File: config.mk
export PLATFORM = sky130hd
export DESIGN_NAME = rf_writeback_unit
export DESIGN_NICKNAME = d
export VERILOG_FILES = /design/src/rtl/rf_writeback_unit.sv
export SDC_FILE = /design/constraint.sdc
export NUM_CORES = 1
export LEC_CHECK = 0
export ABC_AREA = 1
export BUFFER_PORTS_ARGS = -buffer_cell sky130_fd_sc_hd__buf_2
export CORE_ASPECT_RATIO = 2
export CORE_MARGIN = 5
export CORE_UTILIZATION = 32
export CTS_BUF_LIST = sky130_fd_sc_hd__clkbuf_8
export DETAILED_ROUTE_END_ITERATION = 10
export GPL_ROUTABILITY_DRIVEN = 0
export SYNTH_ARGS = -nofsm -noshare
export SYNTH_HDL_FRONTEND = slang
export SYNTH_SLANG_ARGS = --single-unit
File: constraint.sdc
create_clock -name clk_i -period 4.93 [get_ports clk_i]
set_clock_uncertainty 0.05 [all_clocks]
set_input_delay 0.7395 -clock clk_i [delete_from_list [all_inputs] [get_ports clk_i]]
set_output_delay 0.7395 -clock clk_i [all_outputs]
set_load 0.02 [all_outputs]
File: src/rtl/rf_writeback_unit.sv
// Register-file write-side front end: buffers completed results, applies load
// extension on entry and drains one write per cycle with a pending-write hazard check.
module rf_writeback_unit #(
  parameter int XLEN           = 32,
  parameter int REG_ADDR_WIDTH = 5,
  parameter int DEPTH          = 2
) (
  input  logic                      clk_i,
  input  logic                      rst_i,
  input  logic                      result_valid_i,
  output logic                      result_ready_o,
  input  logic [XLEN-1:0]           result_data_i,
  input  logic [REG_ADDR_WIDTH-1:0] result_rd_i,
  input  logic                      result_is_load_i,
  input  logic [2:0]                load_funct3_i,
  input  logic [1:0]                load_offset_i,
  input  logic                      stall_i,
  output logic                      write_enable_o,
  output logic [REG_ADDR_WIDTH-1:0] write_address_o,
  output logic [XLEN-1:0]           write_data_o,
  output logic                      error_o,
  input  logic [REG_ADDR_WIDTH-1:0] hazard_rs1_i,
  input  logic [REG_ADDR_WIDTH-1:0] hazard_rs2_i,
  output logic                      hazard_o
);
  localparam int PW = $clog2(DEPTH);

  typedef struct packed {
    logic                      err;
    logic [REG_ADDR_WIDTH-1:0] rd;
    logic [XLEN-1:0]           data;
  } entry_t;

  entry_t          buf_q [DEPTH];
  logic [PW-1:0]   wr_ptr_q, rd_ptr_q;
  logic [PW:0]     count_q;
  entry_t          in_ent;
  logic [7:0]      byte_v;
  logic [15:0]     half_v;
  logic            push, pop;

  assign result_ready_o = (count_q < (PW+1)'(DEPTH));
  assign push           = result_valid_i & result_ready_o;
  assign pop            = (count_q != '0) & ~stall_i;

  always_comb begin
    byte_v      = result_data_i[8*load_offset_i +: 8];
    half_v      = result_data_i[16*load_offset_i[1] +: 16];
    in_ent.err  = 1'b0;
    in_ent.rd   = result_rd_i;
    in_ent.data = result_data_i;
    if (result_is_load_i) begin
      case (load_funct3_i)
        3'b000: in_ent.data = {{(XLEN-8){byte_v[7]}}, byte_v};
        3'b100: in_ent.data = {{(XLEN-8){1'b0}}, byte_v};
        3'b001: if (load_offset_i[0]) in_ent.err = 1'b1;
                else in_ent.data = {{(XLEN-16){half_v[15]}}, half_v};
        3'b101: if (load_offset_i[0]) in_ent.err = 1'b1;
                else in_ent.data = {{(XLEN-16){1'b0}}, half_v};
        3'b010: if (load_offset_i != 2'b00) in_ent.err = 1'b1;
        default: in_ent.err = 1'b1;
      endcase
    end
    // Faulting loads are kept only to report the error on drain.
    if (in_ent.err) in_ent.data = '0;
  end

  always_ff @(posedge clk_i) begin
    if (push) buf_q[wr_ptr_q] <= in_ent;
  end

  always_ff @(posedge clk_i or posedge rst_i) begin
    if (rst_i) begin
      wr_ptr_q        <= '0;
      rd_ptr_q        <= '0;
      count_q         <= '0;
      write_enable_o  <= 1'b0;
      write_address_o <= '0;
      write_data_o    <= '0;
      error_o         <= 1'b0;
    end else begin
      if (push) wr_ptr_q <= wr_ptr_q + PW'(1);
      if (pop)  rd_ptr_q <= rd_ptr_q + PW'(1);
      case ({push, pop})
        2'b10:   count_q <= count_q + (PW+1)'(1);
        2'b01:   count_q <= count_q - (PW+1)'(1);
        default: count_q <= count_q;
      endcase
      write_enable_o <= 1'b0;
      error_o        <= 1'b0;
      if (pop) begin
        write_enable_o  <= ~buf_q[rd_ptr_q].err & (buf_q[rd_ptr_q].rd != '0);
        error_o         <= buf_q[rd_ptr_q].err;
        write_address_o <= buf_q[rd_ptr_q].rd;
        write_data_o    <= buf_q[rd_ptr_q].data;
      end
    end
  end

  function automatic logic rs_match(input logic [REG_ADDR_WIDTH-1:0] rd);
    return ((hazard_rs1_i != '0) && (rd == hazard_rs1_i)) ||
           ((hazard_rs2_i != '0) && (rd == hazard_rs2_i));
  endfunction

  // Slot i is occupied when its distance from the read pointer is below count.
  always_comb begin
    hazard_o = write_enable_o & rs_match(write_address_o);
    for (int i = 0; i < DEPTH; i++) begin
      if (({1'b0, PW'(i) - rd_ptr_q} < count_q) && !buf_q[i].err && rs_match(buf_q[i].rd))
        hazard_o = 1'b1;
    end
  end
endmodule
-- Word-level counts from Yosys, hierarchy flattened
Memories as Yosys holds them, arrays and structs flattened.
Cells that the tools add are included.
- bits in registers: 43
- bits in writable memories: 76
- output and inout bits: 41
- logic and storage cells: 77
- memories: 1
- memories (name ; words ; width ; rd ports ; clocked after memory_dff ; write ports ; RTL line ; source):
    buf_q ; 2 ; 38 ; 3 ; 0 ; 1 ; 34 ; entry_t buf_q [DEPTH];
- add/subtract/negate cells: 6
- order comparisons: 3
- equal/unequal tests: 12
- shift-type cells: 2
- muxes and demuxes: 16
- bitwise operators: 6
- reduce and logical (&&, ||, !) cells: 24
- operators with widths (operator ; count):
    $mux 32 ; 4
    $pmux 32 s4 ; 1
    $shiftx 32x6->16 ; 1
    $shiftx 32x6->8 ; 1
    $eq 5x5->1 ; 6
    $reduce_bool 5->1 ; 3
    $logic_and 1x1->1 ; 10
    $mux 1 ; 9
    $eq 3x3->1 const B ; 2
    $reduce_bool 2->1 ; 3
    $and 1x1->1 ; 4
    $lt 1x2->1 ; 2
    $pmux 2 s2 ; 1
    $reduce_or 2->1 ; 2
    $eq 3x1->1 const B ; 1
    $eq 3x2->1 const B ; 1
    $logic_not 3->1 ; 1
    $logic_or 1x1->1 ; 3
    $pmux 1 s3 ; 1
    $add 1x1->1 const B ; 2
    $add 2x1->2 const B ; 1
    $eq 2x1->1 const B ; 1
    $eq 2x2->1 const B ; 1
    $logic_not 1->1 ; 2
    4 further kinds ; 6

-- Depth between registers and ports, before layout
Gate-level depths: netlist of run 1.
- depth after elaboration: 6
- mapped depth: 11
- mapped depth without buffers: 9

-- Least setup slack after synthesis of run 1
Ideal clock, no wire load.
- path kind: input -> register
- start: in result_valid_i
- end: mem buf_q[0][0] in the netlist's numbering (enable)
- data arrival time: 2.468 ns
- required time: 4.447 ns
- setup slack: 1.979 ns
- stages on the path: 2
- path buffers: 0
- path through: nand2_1 > nor2_1
- word-level cells in the longest chain between the ends: 3
- ends and longest elaborated chain (element ; RTL line ; source):
    from (decl) ; 10 ; input logic result_valid_i,
    $and 1x1->1 ; 43 ; assign push = result_valid_i & result_ready_o;
    $mux 1 ; 69 ; if (push) buf_q[wr_ptr_q] <= in_ent;
    $mux 1 (implied by the code) ; 69 ;
    to (decl) ; 34 ;
Every way passes these cells.

-- Final worst setup path of run 1
- start: reg rd_ptr_q
- end: out hazard_o
- word-level cells in the longest chain between the ends: 6
- elaborated cells on any way between the ends: 10
- classes of those cells: 2 x add/sub; 2 x order compare; 2 x mux; 4 x reduce/logical
- ends and longest elaborated chain (element ; RTL line ; source):
    from (decl) ; 35 ; logic [PW-1:0] wr_ptr_q, rd_ptr_q;
    from (signal assigned) ; 83 ; if (pop) rd_ptr_q <= rd_ptr_q + PW'(1);
    $sub 1x1->1 ; 109 ; if (({1'b0, PW'(i) - rd_ptr_q} < count_q) && !buf_q[i].err && rs_match(buf_q[i].rd))
    $lt 1x2->1 ; 109 ;
    $logic_and 1x1->1 (2 in a row) ; 109 ;
    $mux 1 ; 109 ;
    $mux 1 * ; 109 ;
    to (decl) ; 24 ; output logic hazard_o
Mark *: on every way between the ends. The rest lies on a longest branch, timed or not.

==> results of run 1 <==
-- worst reg2reg max path: cells and delay by family (launching register included) --
kind | cells | cell delay [ns]
AOI/OAI and AO/OA | 1 | 0.07
buffers and inverters | 2 | 0.74
DFF | 1 | 0.39
and+or+nand+nor | 3 | 0.62
-- per-layer routing --
layer,up-vias,global-route usage (%),part of all wire (%)
met5,-,0,0
met4,0,7.22,3.7
met3,34,2.02,3.3
met2,129,28.5,56
met1,2165,16.4,37
li1,2370,-,-
-- power groups by stage --
stage / Sequential, µW / Clock (µW) / Combinational (µW)
5_1_grt: 1590 / 959 / 1390
6_report: 1560 / 882 / 1250
2_1_floorplan: 1730 / 0 / 660
3_5_place_dp: 1590 / 0 / 1280
3_3_place_gp: 1580 / 0 / 1270
4_1_cts: 1570 / 909 / 1280
-- layout make-up --
| cell class | instances | area [µm²] | area share (%) |
|---|---|---|---|
| Clock buffer | 25 | 344 | 4.83 |
| Clock inverter | 8 | 60.1 | 0.843 |
| Inverter | 40 | 168 | 2.35 |
| Multi-Input combinational cell | 462 | 2360 | 33.1 |
| Sequential cell | 119 | 3360 | 47.1 |
| Tap cell | 255 | 319 | 4.48 |
| Timing Repair Buffer | 102 | 523 | 7.34 |
-- state kept, by name (all words and copies together), names as in the netlist --
signal,flops
buf_q,76
count_q,2
error_o,1
rd_ptr_q,1
wr_ptr_q,1
write_address_o,5
write_data_o,32
write_enable_o,1
-- stage by stage --
stage	setup slack [ns]	utilization, %	hold WS, ns
after floorplan	1.98	-	0.433
after CTS	2.20	38.0	0.408
final	2.26	38.0	0.435
after detailed placement	2.28	35.9	0.471
after global placement	2.34	35.9	0.453
after global routing	2.09	38.0	0.407
-- kinds of logic (layout without fill, tap and decap cells) --
logic type	count (synthesis)	after routing
AO/OA/AOI/OAI	118	118
XOR/XNOR	26	26
adder cells (fa/ha/maj)	1	1
buffers and inverters	68	175
flip-flops	119	119
multiplexers	1	1
AND/OR/NAND/NOR	316	316
-- path summary, 6_finish.rpt --
path,startpoint,to,slack (ns),cells after the start
setup / recovery,rd_ptr_q,hazard_o,2.26,5
hold / removal,result_rd_i[2],buf_q[0][34],0.43,1
setup reg to reg,count_q[0],write_address_o[3],2.93,6
hold reg to reg,buf_q[0][12],write_data_o[12],0.47,2
max in group asynchronous,rst_i,write_address_o[4],3.72,2
min in group asynchronous,rst_i,write_data_o[11],0.46,2
-- Yosys cell counts --
master	n	share of area, %
clkbuf_1	5	0.31
buf_6	3	0.56
nor2_1	74	4.6
xnor2_1	14	2.0
a211oi_1	2	0.25
inv_6	2	0.29
nand3_2	1	0.17
buf_12	1	0.33
buf_4	3	0.37
dfrtp_1	43	18
ha_1	1	0.21
inv_2	3	0.19
a21oi_1	14	1.2
nand2_1	199	12
or2_2	1	0.10
o21ai_2	5	0.73
mux2i_1	1	0.17
nand2_4	3	0.56
nand3_1	17	1.4
nand2_8	2	0.66
o21ai_0	32	2.7
o21ai_1	3	0.25
xor2_1	12	1.7
o211ai_1	8	0.99
nand2_2	6	0.62
inv_1	34	2.1
a31oi_1	40	4.1
a21oi_2	14	2.0
edfxtp_1	76	38
nor2_4	2	0.37
nor2_2	9	0.93
buf_1	1	0.062
buf_2	15	1.2
nand3_4	2	0.58
inv_8	1	0.19
==> flow_summary.ini, run 1 <==
[grt]
grt_max_degree = 54
antenna_found_initial = 0
grt_overflow = 0
grt_pass1_wl_um = 25600
grt_pass1_vias = 4835
grtUsageTotal_pct = 15.2

[drt]
dr.pass1.iters = 4
post_drt_wl_per_cell_um = 16.1
ant_nets = 0
drtIter0Drc = 256
wl_um = 16300
drc = 0
vias = 4698
routed_via_density = 4.65

[floorplan]
coreArea_um2 = 18700
io_pins = 98
fp.dieW_um = 107
dieArea_um2 = 21900
fp.dieH_um = 204
num_rows = 71
start_util_pct = 32.2

[sta]
finalMaxSlewViolations = 0
setup_viol = 0
tightest_slew_ns = 1.08
period_minus_slack_ns = 2.67
clock.fmax_ghz = 0.375
finalHoldViolCount = 0
fin_crit_sh_pct = 54.1
rsz0062_at_grt = no
slew_headroom_pct = 27.8
fin_tns_setup_ns = 0

[synth]
synth.cell_area_um2 = 6040
synth_xor_area_share_pct = 3.77
netlist_instances = 649
synth-adder-area-share_pct = 0.207
synth_cell_types = 35
synthMuxAreaShare_pct = 0.166
postSynthAreaPerCell_um2 = 9.30
ys_seq_elements = 119
synth_sequential_area_ratio_pct = 55.6
yosysWarnings = 0
syn_nets = 707
synth-simple-area-share_pct = 22.4
synth_compound_area_share_pct = 12.2
synth_top_family_by_area = simple AND/OR/NAND/NOR gates

[power_and_ir_drop]
pwr-share-comb_pct = 33.9
clkPwrFrac_pct = 23.9
design_power_total_uw = 3690
total_switching_power_uw = 1400
p_int_uw = 2290
p_leak_uw = 0.00305
p_seq_share_pct = 42.2
pwr_density_cell_nw_per_um2 = 518
vdd_drop_max_v = 0.000158
p_sw_share_pct = 37.9

[worst_setup_path]
crit_buf_inv = 2
crit_fanout = 12
worstSetupStartpointType = register
path_cells = inv_1 > a211oi_1 > nand2_1 > nand3_1 > buf_2
crit_family = flip-flops
crit_type = register to output pin
crit_path_max_incr_delay_ns = 0.63
cp.required_ns = 4.14
critPathCaptureType = output pin
arrival_ns = 1.88
crit_slowest_cell = dfrtp_1

[final_layout]
layout_commonest_cell = nand2_1
stdcell_count = 1011
final_nets = 808
final_cell_area_um2 = 7130
fill_cells = 1929
insertedDiodeCount = 0
area_growth_pct = 18.0
layout_common_cells = 199 x nand2_1, 97 x buf_2, 76 x edfxtp_1
drive_gt1_share_pct = 24.6

[clocking]
clock-sinks = 119
cts_resized = 0
numCtsBuffers = 25
clockRootBuffer = clkbuf_8
clk_latency_ns = 0.45
htree_levels = 4
cts_setup_buffers = 0
cts_tree = built
hold_buffers = 0
cts_buffer_depth = 3
clk_pin_slew_ns = 0.07

[place]
placedCellCount = 978
dp_hpwl_um = 12300
dpl_cell_area_um2 = 6720
port_buffers = 97

[run_status]
outcome = finished clean

[min_path]
hp-class = input port to register

[job]
drv_cap = 0
No activity file was read; power rests on OpenSTA's default activity.
==> run 2: changes to the inputs <==
Clock period 4.93 ns to 2.8 ns, I/O delays scaled along.
==> flow_summary.ini, run 2 (synthesis gave the netlist of run 1 again) <==
[clocking]
htree_levels = 4
clockRootBuffer = clkbuf_8
numCtsBuffers = 17
cts_buffer_depth = 2
hold_buffers = 0
clock-sinks = 119
clk_latency_ns = 0.42
cts_setup_buffers = 0
clk_pin_slew_ns = 0.07
cts_tree = built
cts_resized = 0

[sta]
period_minus_slack_ns = 2.18
tightest_slew_ns = 0.706
finalWorstSetupSlack_ns = 0.616
holdWs_ns = -0.00574
clock.fmax_ghz = 0.458
setup_viol = 0
finalHoldViolCount = 5
finalMaxSlewViolations = 0
fin_crit_sh_pct = 78.0
rsz0062_at_grt = no
slew_headroom_pct = 53.0

[final_layout]
seq_area_um2 = 3360
layout_common_cells = 199 x nand2_1, 97 x buf_2, 76 x edfxtp_1
area_growth_pct = 19.6
drive_gt1_share_pct = 25.5
final_nets = 805
final_cell_area_um2 = 7220
top_regs = buf_q (76), write_data_o (32), write_address_o (5)
multi_input_area_um2 = 2360
fill_cells = 1907
top_register = buf_q
largest_reg_flops = 76
utilization_pct = 38.5
layout_commonest_cell = nand2_1
stdcell_count = 1016

[drt]
vias = 4775
post_drt_wl_per_cell_um = 15.9
drc = 0
wl_um = 16200
drtIter0Drc = 231
routed_via_density = 4.70
ant_nets = 0
dr.pass1.iters = 4

[grt]
antenna_found_initial = 0
grt_overflow = 0
grtUsageTotal_pct = 15.3
grt_pass1_wl_um = 25200
grt_pass1_vias = 4856
grt_max_degree = 73

[worst_setup_path]
cp.required_ns = 2.33
crit_type = register to output pin
crit_fanout = 8
arrival_ns = 1.71
ff2ff_setup_slack_ns = 0.97
worstSetupStartpointType = register
critPathCaptureType = output pin

[floorplan]
io_pins = 98
coreArea_um2 = 18700
start_util_pct = 32.2
num_rows = 71
fp.dieH_um = 204
fp.dieW_um = 107
dieArea_um2 = 21900

[power_and_ir_drop]
design_power_total_uw = 6680
pwr_density_cell_nw_per_um2 = 925
p_leak_uw = 0.00308
vdd_drop_max_v = 0.000398

[min_path]
hp-class = input port to async pin

[place]
placedCellCount = 983
dp_hpwl_um = 12600
port_buffers = 97
dpl_cell_area_um2 = 6770
dpl_worst_slack_ns = 0.623

[run_status]
outcome = complete, but fails checks
violations = negative hold slack

[job]
drv_cap = 0
-- run 2: final timing paths --
| kind | from | endpoint | cells after the start |
|---|---|---|---|
| min in group clk_i | result_rd_i[1] | buf_q[1][33] | 1 |
| max in group asynchronous | rst_i | write_data_o[2] | 3 |
| worst min-delay path | rst_i | write_data_o[13] | 2 |
| worst max register to register | count_q[0] | write_address_o[2] | 5 |
| worst min register to register | buf_q[0][14] | write_data_o[14] | 2 |
| worst max-delay path | rd_ptr_q | hazard_o | 5 |
-- run 2: layout make-up --
cell class	count	share of cell area [%]
Tap cell	255	4.42
Clock inverter	14	2.74
Timing Repair Buffer	107	7.93
Multi-Input combinational cell	462	32.6
Clock buffer	18	3.43
Inverter	40	2.32
Antenna cell	1	0.0347
Sequential cell	119	46.5
-- run 2: per-layer routing --
| layer | routed length [µm] | GRT usage [%] |
|---|---|---|
| met1 | 5570 | 14.8 |
| met2 | 8850 | 28.0 |
| met3 | 693 | 2.62 |
| met4 | 1090 | 11.8 |
| met5 | 0 | 0 |
-- run 2: per-stage QoR --
step	hold slack [ns]	setup TNS, ns
5_1_grt	0.0336	0
2_1_floorplan	0.433	-3.92
3_5_place_dp	0.471	0
4_1_cts	0.00174	0
6_report	-0.00574	0
3_3_place_gp	0.465	0
-- run 2: critical path, cell delays in order, from the launching register on --
cell and delay (ns):
dfrtp_1 0.49, inv_1 0.22, a211oi_1 0.27, nand2_1 0.08, nand3_1 0.08, buf_2 0.16
-- run 2: where the power goes --
part / total, µW / switching [µW] / internal [µW]
Sequential: 2720 / 278 / 2440
Clock: 1710 / 712 / 1000
Combinational: 2250 / 1540 / 710
